==> config.mk <==
export PLATFORM = sky130hd
export DESIGN_NAME = module_bcd_conv_arbiter
export DESIGN_NICKNAME = d
export VERILOG_FILES = /design/src/rtl/module_bcd_conv_arbiter_pkg.sv /design/src/rtl/module_bcd_conv_arbiter_dd_step.sv /design/src/rtl/module_bcd_conv_arbiter.sv
export SDC_FILE = /design/constraint.sdc
export NUM_CORES = 1
export LEC_CHECK = 0
export ABC_AREA = 0
export CAP_MARGIN = 5
export CORE_MARGIN = 5
export CORE_UTILIZATION = 50
export CTS_CLUSTER_DIAMETER = 100
export CTS_CLUSTER_SIZE = 24
export DETAILED_ROUTE_END_ITERATION = 10
export PLACE_DENSITY = 0.77
export RECOVER_POWER = 50
export SLEW_MARGIN = 40
export SYNTH_ARGS = -nofsm -noshare
export SYNTH_HDL_FRONTEND = slang
export SYNTH_SLANG_ARGS = --single-unit
export TNS_END_PERCENT = 100
==> constraint.sdc <==
create_clock -name clk -period 6.1 [get_ports clk]
set_input_delay 1.83 -clock clk [delete_from_list [all_inputs] [get_ports clk]]
set_output_delay 1.83 -clock clk [all_outputs]
set_load 0.05 [all_outputs]
==> src/rtl/module_bcd_conv_arbiter_pkg.sv <==
// -----------------------------------------------------------------------------
// module_bcd_conv_arbiter_pkg
// Shared definitions for the two-requester binary-to-BCD converter:
//   - state_t      : FSM state encoding (IDLE, CONV, DONE)
//   - BCD_DIGITS   : number of BCD digits in the result (4)
//   - BCD_BITS     : result width in bits (16)
//   - WIDTH_MAX    : largest supported operand width (8191 fits in 4 digits)
//   - CNT_W        : iteration counter width, large enough to hold WIDTH_MAX
//   - add3_nibble  : the double-dabble digit correction
// -----------------------------------------------------------------------------
package module_bcd_conv_arbiter_pkg;

    typedef enum logic [1:0] {
        ST_IDLE = 2'd0,
        ST_CONV = 2'd1,
        ST_DONE = 2'd2
    } state_t;

    localparam int BCD_DIGITS = 4;
    localparam int BCD_BITS   = BCD_DIGITS * 4;
    localparam int WIDTH_MAX  = 13;
    localparam int CNT_W      = $clog2(WIDTH_MAX + 1);

    // A digit of 5 or more would become >= 10 after the shift, so it is
    // pre-corrected by 3 so that the carry lands in the next digit.
    function automatic logic [3:0] add3_nibble(input logic [3:0] digit);
        return (digit >= 4'd5) ? digit + 4'd3 : digit;
    endfunction

endpackage

==> src/rtl/module_bcd_conv_arbiter_dd_step.sv <==
// -----------------------------------------------------------------------------
// module_dd_step
// One combinational double-dabble iteration over the register {bcd, bin}.
// Every BCD nibble >= 5 gets +3, then the whole register shifts left by one.
// Ports:
//   value   : in,  BCD_BITS+WIDTH bits, current {bcd[15:0], bin[WIDTH-1:0]}
//   shifted : out, BCD_BITS+WIDTH bits, register after correction and shift
// -----------------------------------------------------------------------------
module module_dd_step
    import module_bcd_conv_arbiter_pkg::*;
#(
    parameter int WIDTH = 8
) (
    input  logic [BCD_BITS+WIDTH-1:0] value,
    output logic [BCD_BITS+WIDTH-1:0] shifted
);

    logic [BCD_BITS+WIDTH-1:0] adjusted;

    always_comb begin
        // NOTE: every variable written in a combinational block gets a full
        // default first, so no path can leave it unassigned and infer a latch.
        adjusted = value;
        for (int d = 0; d < BCD_DIGITS; d++) begin
            adjusted[WIDTH + 4*d +: 4] = add3_nibble(value[WIDTH + 4*d +: 4]);
        end
    end

    // The BCD MSB falls off the top; it is always 0 for legal WIDTH.
    assign shifted = adjusted << 1;

endmodule

==> src/rtl/module_bcd_conv_arbiter.sv <==
// -----------------------------------------------------------------------------
// module_bcd_conv_arbiter
// Two requesters share one iterative binary-to-BCD converter. A round-robin
// pointer decides between simultaneous requests; the operand is converted one
// bit per cycle and the result is held until the consumer takes it.
// Ports:
//   clk, rst_i              : clock, synchronous active-high reset
//   req0_valid/bin/ready    : requester 0 handshake and operand
//   req1_valid/bin/ready    : requester 1 handshake and operand
//   res_valid/bcd/id/ready  : result handshake, 4-digit BCD, owning requester
//   busy                    : high whenever the FSM is not IDLE
// -----------------------------------------------------------------------------
module module_bcd_conv_arbiter
    import module_bcd_conv_arbiter_pkg::*;
#(
    parameter int WIDTH = 8
) (
    input  logic                clk,
    input  logic                rst_i,
    input  logic                req0_valid,
    input  logic [WIDTH-1:0]    req0_bin,
    output logic                req0_ready,
    input  logic                req1_valid,
    input  logic [WIDTH-1:0]    req1_bin,
    output logic                req1_ready,
    output logic                res_valid,
    output logic [BCD_BITS-1:0] res_bcd,
    output logic                res_id,
    input  logic                res_ready,
    output logic                busy
);

    localparam int SR_W = BCD_BITS + WIDTH;

    state_t              state;
    state_t              state_next;
    logic                ptr;
    logic [CNT_W-1:0]    cnt;
    logic [SR_W-1:0]     sreg;
    logic [SR_W-1:0]     sreg_step;
    logic [BCD_BITS-1:0] res_bcd_q;
    logic                res_id_q;
    logic                grant_any;
    logic                grant_id;
    logic                last_step;

    module_dd_step #(.WIDTH(WIDTH)) u_dd_step (
        .value   (sreg),
        .shifted (sreg_step)
    );

    assign last_step = (cnt == CNT_W'(1));

    // Arbiter: only IDLE grants, and reset masks the grant so no ready
    // leaks out while rst_i is held.
    always_comb begin
        grant_any = 1'b0;
        grant_id  = ptr;
        if (state == ST_IDLE && !rst_i) begin
            if (req0_valid && req1_valid) begin
                grant_any = 1'b1;
                grant_id  = ptr;
            end else if (req0_valid) begin
                grant_any = 1'b1;
                grant_id  = 1'b0;
            end else if (req1_valid) begin
                grant_any = 1'b1;
                grant_id  = 1'b1;
            end
        end
    end

    // Next state and FSM-derived outputs.
    always_comb begin
        state_next = state;
        req0_ready = grant_any && !grant_id;
        req1_ready = grant_any &&  grant_id;
        res_valid  = (state == ST_DONE);
        busy       = (state != ST_IDLE);
        unique case (state)
            ST_IDLE: if (grant_any) state_next = ST_CONV;
            ST_CONV: if (last_step) state_next = ST_DONE;
            // Consumption returns to IDLE; ready is low in DONE, so nothing
            // can be accepted on the consuming edge.
            ST_DONE: if (res_ready) state_next = ST_IDLE;
            default: state_next = ST_IDLE;
        endcase
    end

    // NOTE: sequential state uses non-blocking assignments so every register
    // samples the pre-edge values, independent of statement order.
    always_ff @(posedge clk) begin
        if (rst_i) begin
            state <= ST_IDLE;
        end else begin
            state <= state_next;
        end
    end

    always_ff @(posedge clk) begin
        if (rst_i) begin
            ptr       <= 1'b0;
            cnt       <= '0;
            sreg      <= '0;
            res_bcd_q <= '0;
            res_id_q  <= 1'b0;
        end else begin
            unique case (state)
                ST_IDLE: begin
                    if (grant_any) begin
                        sreg     <= {{BCD_BITS{1'b0}}, (grant_id ? req1_bin : req0_bin)};
                        cnt      <= CNT_W'(WIDTH);
                        res_id_q <= grant_id;
                        ptr      <= ~grant_id;
                    end
                end
                ST_CONV: begin
                    sreg <= sreg_step;
                    cnt  <= cnt - CNT_W'(1);
                    // Capture the finished digits so they stay put in DONE.
                    if (last_step) begin
                        res_bcd_q <= sreg_step[SR_W-1 -: BCD_BITS];
                    end
                end
                default: ;
            endcase
        end
    end

    assign res_bcd = res_bcd_q;
    assign res_id  = res_id_q;

endmodule
==> results.md <==
- The run finished, with violations left.
- The final reports fail on capacitance limit, slew limit.
- The total routing usage reported by global routing is ~18%.
- Between clock sinks in the finished design, the worst skew comes to approximately 7.1 ps.
- In this run, the clock network consumes 30.9% of the power.
- The weighted congestion reported at the end of routability-driven placement is just under 0.8.
- The predominant post-synthesis flop cell is sky130_fd_sc_hd__dfxtp_1.
- The via count of the first global-routing pass is 1916.
- Buffers added to address setup during post-CTS repair amount to 0.
- The number of antenna violations at the first check in global routing is 0.
- The register share of total power is 51.9%.
- The fraction of layout cells with a size suffix above 1 is 6.80%.
- Summed over all failing endpoints, the final setup total negative slack is 0 ps.
- During I/O placement, the number of pins put on the boundary was 42.
- The wire length after detailed routing is 5.31 mm.
- The latest clock arrival within the worst-skew pair is 300 ps.
- The internal power summed over all cells is 475 uW.
- The highest ir drop seen on vdd is about 0.13 mV.
- The power per cell area is 230 mW/mm^2.
- The pin count of the biggest net entering global routing is 35.
- CTS placed an instance of sky130_fd_sc_hd__clkbuf_8 at the clock tree root.
- The total CTS buffers is 5.
- The number of nets at the end of the flow is 325.
- The height of the chip is a little under 80 um.
- The pin slew with the least headroom to its limit is ~1600 ps.
- The depth of the worst hold-timing path is 2.
- The combinational power share is 17.2%.
- At the worst endpoint, the arrival time is roughly 3300 ps.
- The warning count from the yosys run is 0.
- Input and output buffers added on the ports amount to around 40.
- The kind of critical path is input pin to primary output.
- The detailed-route DRC error count is 0.
- The portion of the post-synthesis area used by sequential elements is 41.5%.
- The worst setup path is captured at a primary output.
- The number of flops mapped to enable cells by yosys is 0.
- The worst register-to-register path begins at cnt[0].
- In the synthesized netlist the async set-or-reset flop fraction comes to 0%.
- The fmax is roughly 0.19 GHz.
- The CTS tree is yes.
- Relative to the synthesized area, the layout overhead comes to 22.8%.
- Setup repair after global routing left no endpoint under its margin.
- Using the TritonRoute via totals, the vias-per-cell ratio works out to roughly 5.8.
- In this run, the number of DRC markers left after iteration 0 of detailed routing was 107.
- The die span in x is about 78 um.
- Max-cap violations in this run came to 1.
- In this run the tightest slew margin relative to its limit is -6.65%.
- The first global-routing pass estimated 9.16 mm of wire.
- The floorplan row count is 24.
- The max-slew violation total from the final report is 35.
- The capturing point of the worst reg2reg path is res_bcd[2].
- The post-route fraction of the period consumed by the critical path is 84.6%.
- At the worst endpoint, the required time is between 4000 and 5000 ps.
- Dividing the detail-routed wire length by the instance count gives 15.4 um.
- The element type at the critical path start is an input pin.
- The hold violation total from the final report is 0.
- The estimated wirelength of the detail-placed design is 3.76 mm.
- The number of nets handed over by synthesis was 289.
- Cells fill 64.4% of the core in the end.
- Counting every sink on the clock net gives 48.
- The synthesized area per cell is about 9.0 um^2.
- The floorplan step defined a die boundary enclosing between 0.006 and 0.007 mm^2.
- The startpoint identified for the worst hold timing path is res_bcd[14].
- The worst-case clock buffer depth is 2.
- The synthesized netlist occupies a cell area of 0.00231 mm^2.
- The number of gates given a new drive strength after cts is 0.
- For hold timing, the worst endpoint is res_bcd[14].
- The count of distinct cell types in the synthesized netlist is 40.
- The peak fanout along the critical path is 9.
- The number of register bits inferred by synthesis is 48.
- For this design the static power due to leakage is about 0.0011 uW.
- The H-tree depth is 2.
- The area of the core region is 0.00441 mm^2.
- The first detailed-routing pass took 4 iterations.
- Net switching is 27.3% of the power.
- The count of nets left with antenna violations once routing finished came out at 0.
- The number of antenna diodes in the final layout is 0.
- The min-delay analysis places its worst path in the category flop to flop.
- The cell depth of the worst flop-to-flop path is 5.
- For this run the aggregate overflow at the end of global routing stands at 0.
- The internal reg-to-reg setup slack is 4240 ps.
- The initial utilization of the core area, before any placement, comes to roughly 52%.
- The clock transition at the registers of the reported paths is 80 ps.
- Setup violations remaining at the end of the flow were counted as 0.
- Final hold analysis gives a worst-case slack of 459 ps.
- The smallest clock period supported by the final layout is computed as 5160 ps.
- The top cell types in the final layout, fill and taps aside, are sky130_fd_sc_hd__dfxtp_1, sky130_fd_sc_hd__clkdlybuf4s50_1, sky130_fd_sc_hd__a21oi_1.
- The net switching power is around 180 uW.
- Hold repair after CTS inserted 0 buffers.
- The final-layout fill cell count is 391.
- The synthesized instance count is ~260.
- The final route contains 2011 vias.
- Leaving out fill and tap cells, the most frequent cell in the layout is sky130_fd_sc_hd__dfxtp_1.
stage by stage:
stage / total power [uW] / area [um^2] / setup WS [ps] / cells
final: 653 / 2840 / 939 / 346
after global routing: 681 / 2840 / 855 / 346
after CTS: 660 / 2850 / 1070 / 346
after detailed placement: 459 / 2760 / 1080 / 339
after global placement: 457 / 2750 / 1100 / 339
after floorplan: 420 / 2310 / 1270 / 258
Yosys cell counts, drive strengths merged, types with 6 or more instances:
library cell | instances | area [um^2]
nand2b | 8 | 50.1
nand2 | 20 | 75.1
a21oi | 26 | 130
a221o | 7 | 70.1
buf | 8 | 51.3
a22o | 8 | 70.1
a211oi | 9 | 80.1
clkbuf | 6 | 22.5
nor3b | 14 | 105
nor2 | 19 | 78.8
nor3 | 11 | 55.1
ha | 10 | 125
a21o | 8 | 60.1
o21ai | 10 | 50.1
inv | 13 | 48.8
dfxtp | 48 | 961
worst max-delay path by stage:
stage | to | startpoint
2_1_floorplan | req1_ready | rst_i
3_3_place_gp | req1_ready | rst_i
3_5_place_dp | req1_ready | rst_i
4_1_cts | req1_ready | rst_i
5_1_grt | req0_ready | rst_i
6_report | req1_ready | rst_i
flip-flops by register name, summed over array words and instances (netlist names):
| signal | cells |
|---|---|
| sreg | 24 |
| res_bcd | 16 |
| cnt | 4 |
| state | 2 |
| ptr | 1 |
| res_id | 1 |
area by class of cell:
type	count	area [um^2]	share of cell area, %
Sequential cell	48	961	33.8
Clock buffer	7	96.3	3.39
Multi-Input combinational cell	183	1230	43.2
Inverter	13	48.8	1.72
Timing Repair Buffer	43	442	15.5
Tap cell	52	65.1	2.29
per-layer routing:
| metal | vias up | track usage (%) | share of wire (%) | wire (um) |
|---|---|---|---|---|
| li1 | 1000 | - | - | - |
| met1 | 955 | 24.1 | 46 | 2430 |
| met2 | 44 | 30.1 | 48 | 2550 |
| met3 | 12 | 3.66 | 4.3 | 230 |
| met4 | 0 | 5.91 | 2.0 | 104 |
| met5 | - | 0 | 0 | 0 |
critical path: stages:
cell and delay (ps):
sky130_fd_sc_hd__dlygate4sd3_1 550, sky130_fd_sc_hd__or3_4 370, sky130_fd_sc_hd__a211oi_4 220, sky130_fd_sc_hd__buf_4 210, sky130_fd_sc_hd__buf_12 150
kinds of logic (layout without fill, tap and decap cells):
family	count (synthesis)	after routing	share of synthesized area [%]
XOR/XNOR	4	4	1.51
AND/OR/NAND/NOR	84	84	19.4
flip-flops	48	48	41.5
multiplexers	4	4	1.78
AO/OA/AOI/OAI	81	81	25.0
buffers and inverters	27	63	5.30
adder cells (fa/ha/maj)	10	10	5.41
power groups by stage:
| stage | registers, uW | logic (uW) | clock network (uW) |
|---|---|---|---|
| 3_5_place_dp | 346 | 113 | 0 |
| 4_1_cts | 339 | 114 | 207 |
| 3_3_place_gp | 345 | 111 | 0 |
| 6_report | 339 | 112 | 202 |
| 5_1_grt | 341 | 122 | 218 |
| 2_1_floorplan | 353 | 66.7 | 0 |
(Power assumes the default switching activity.)
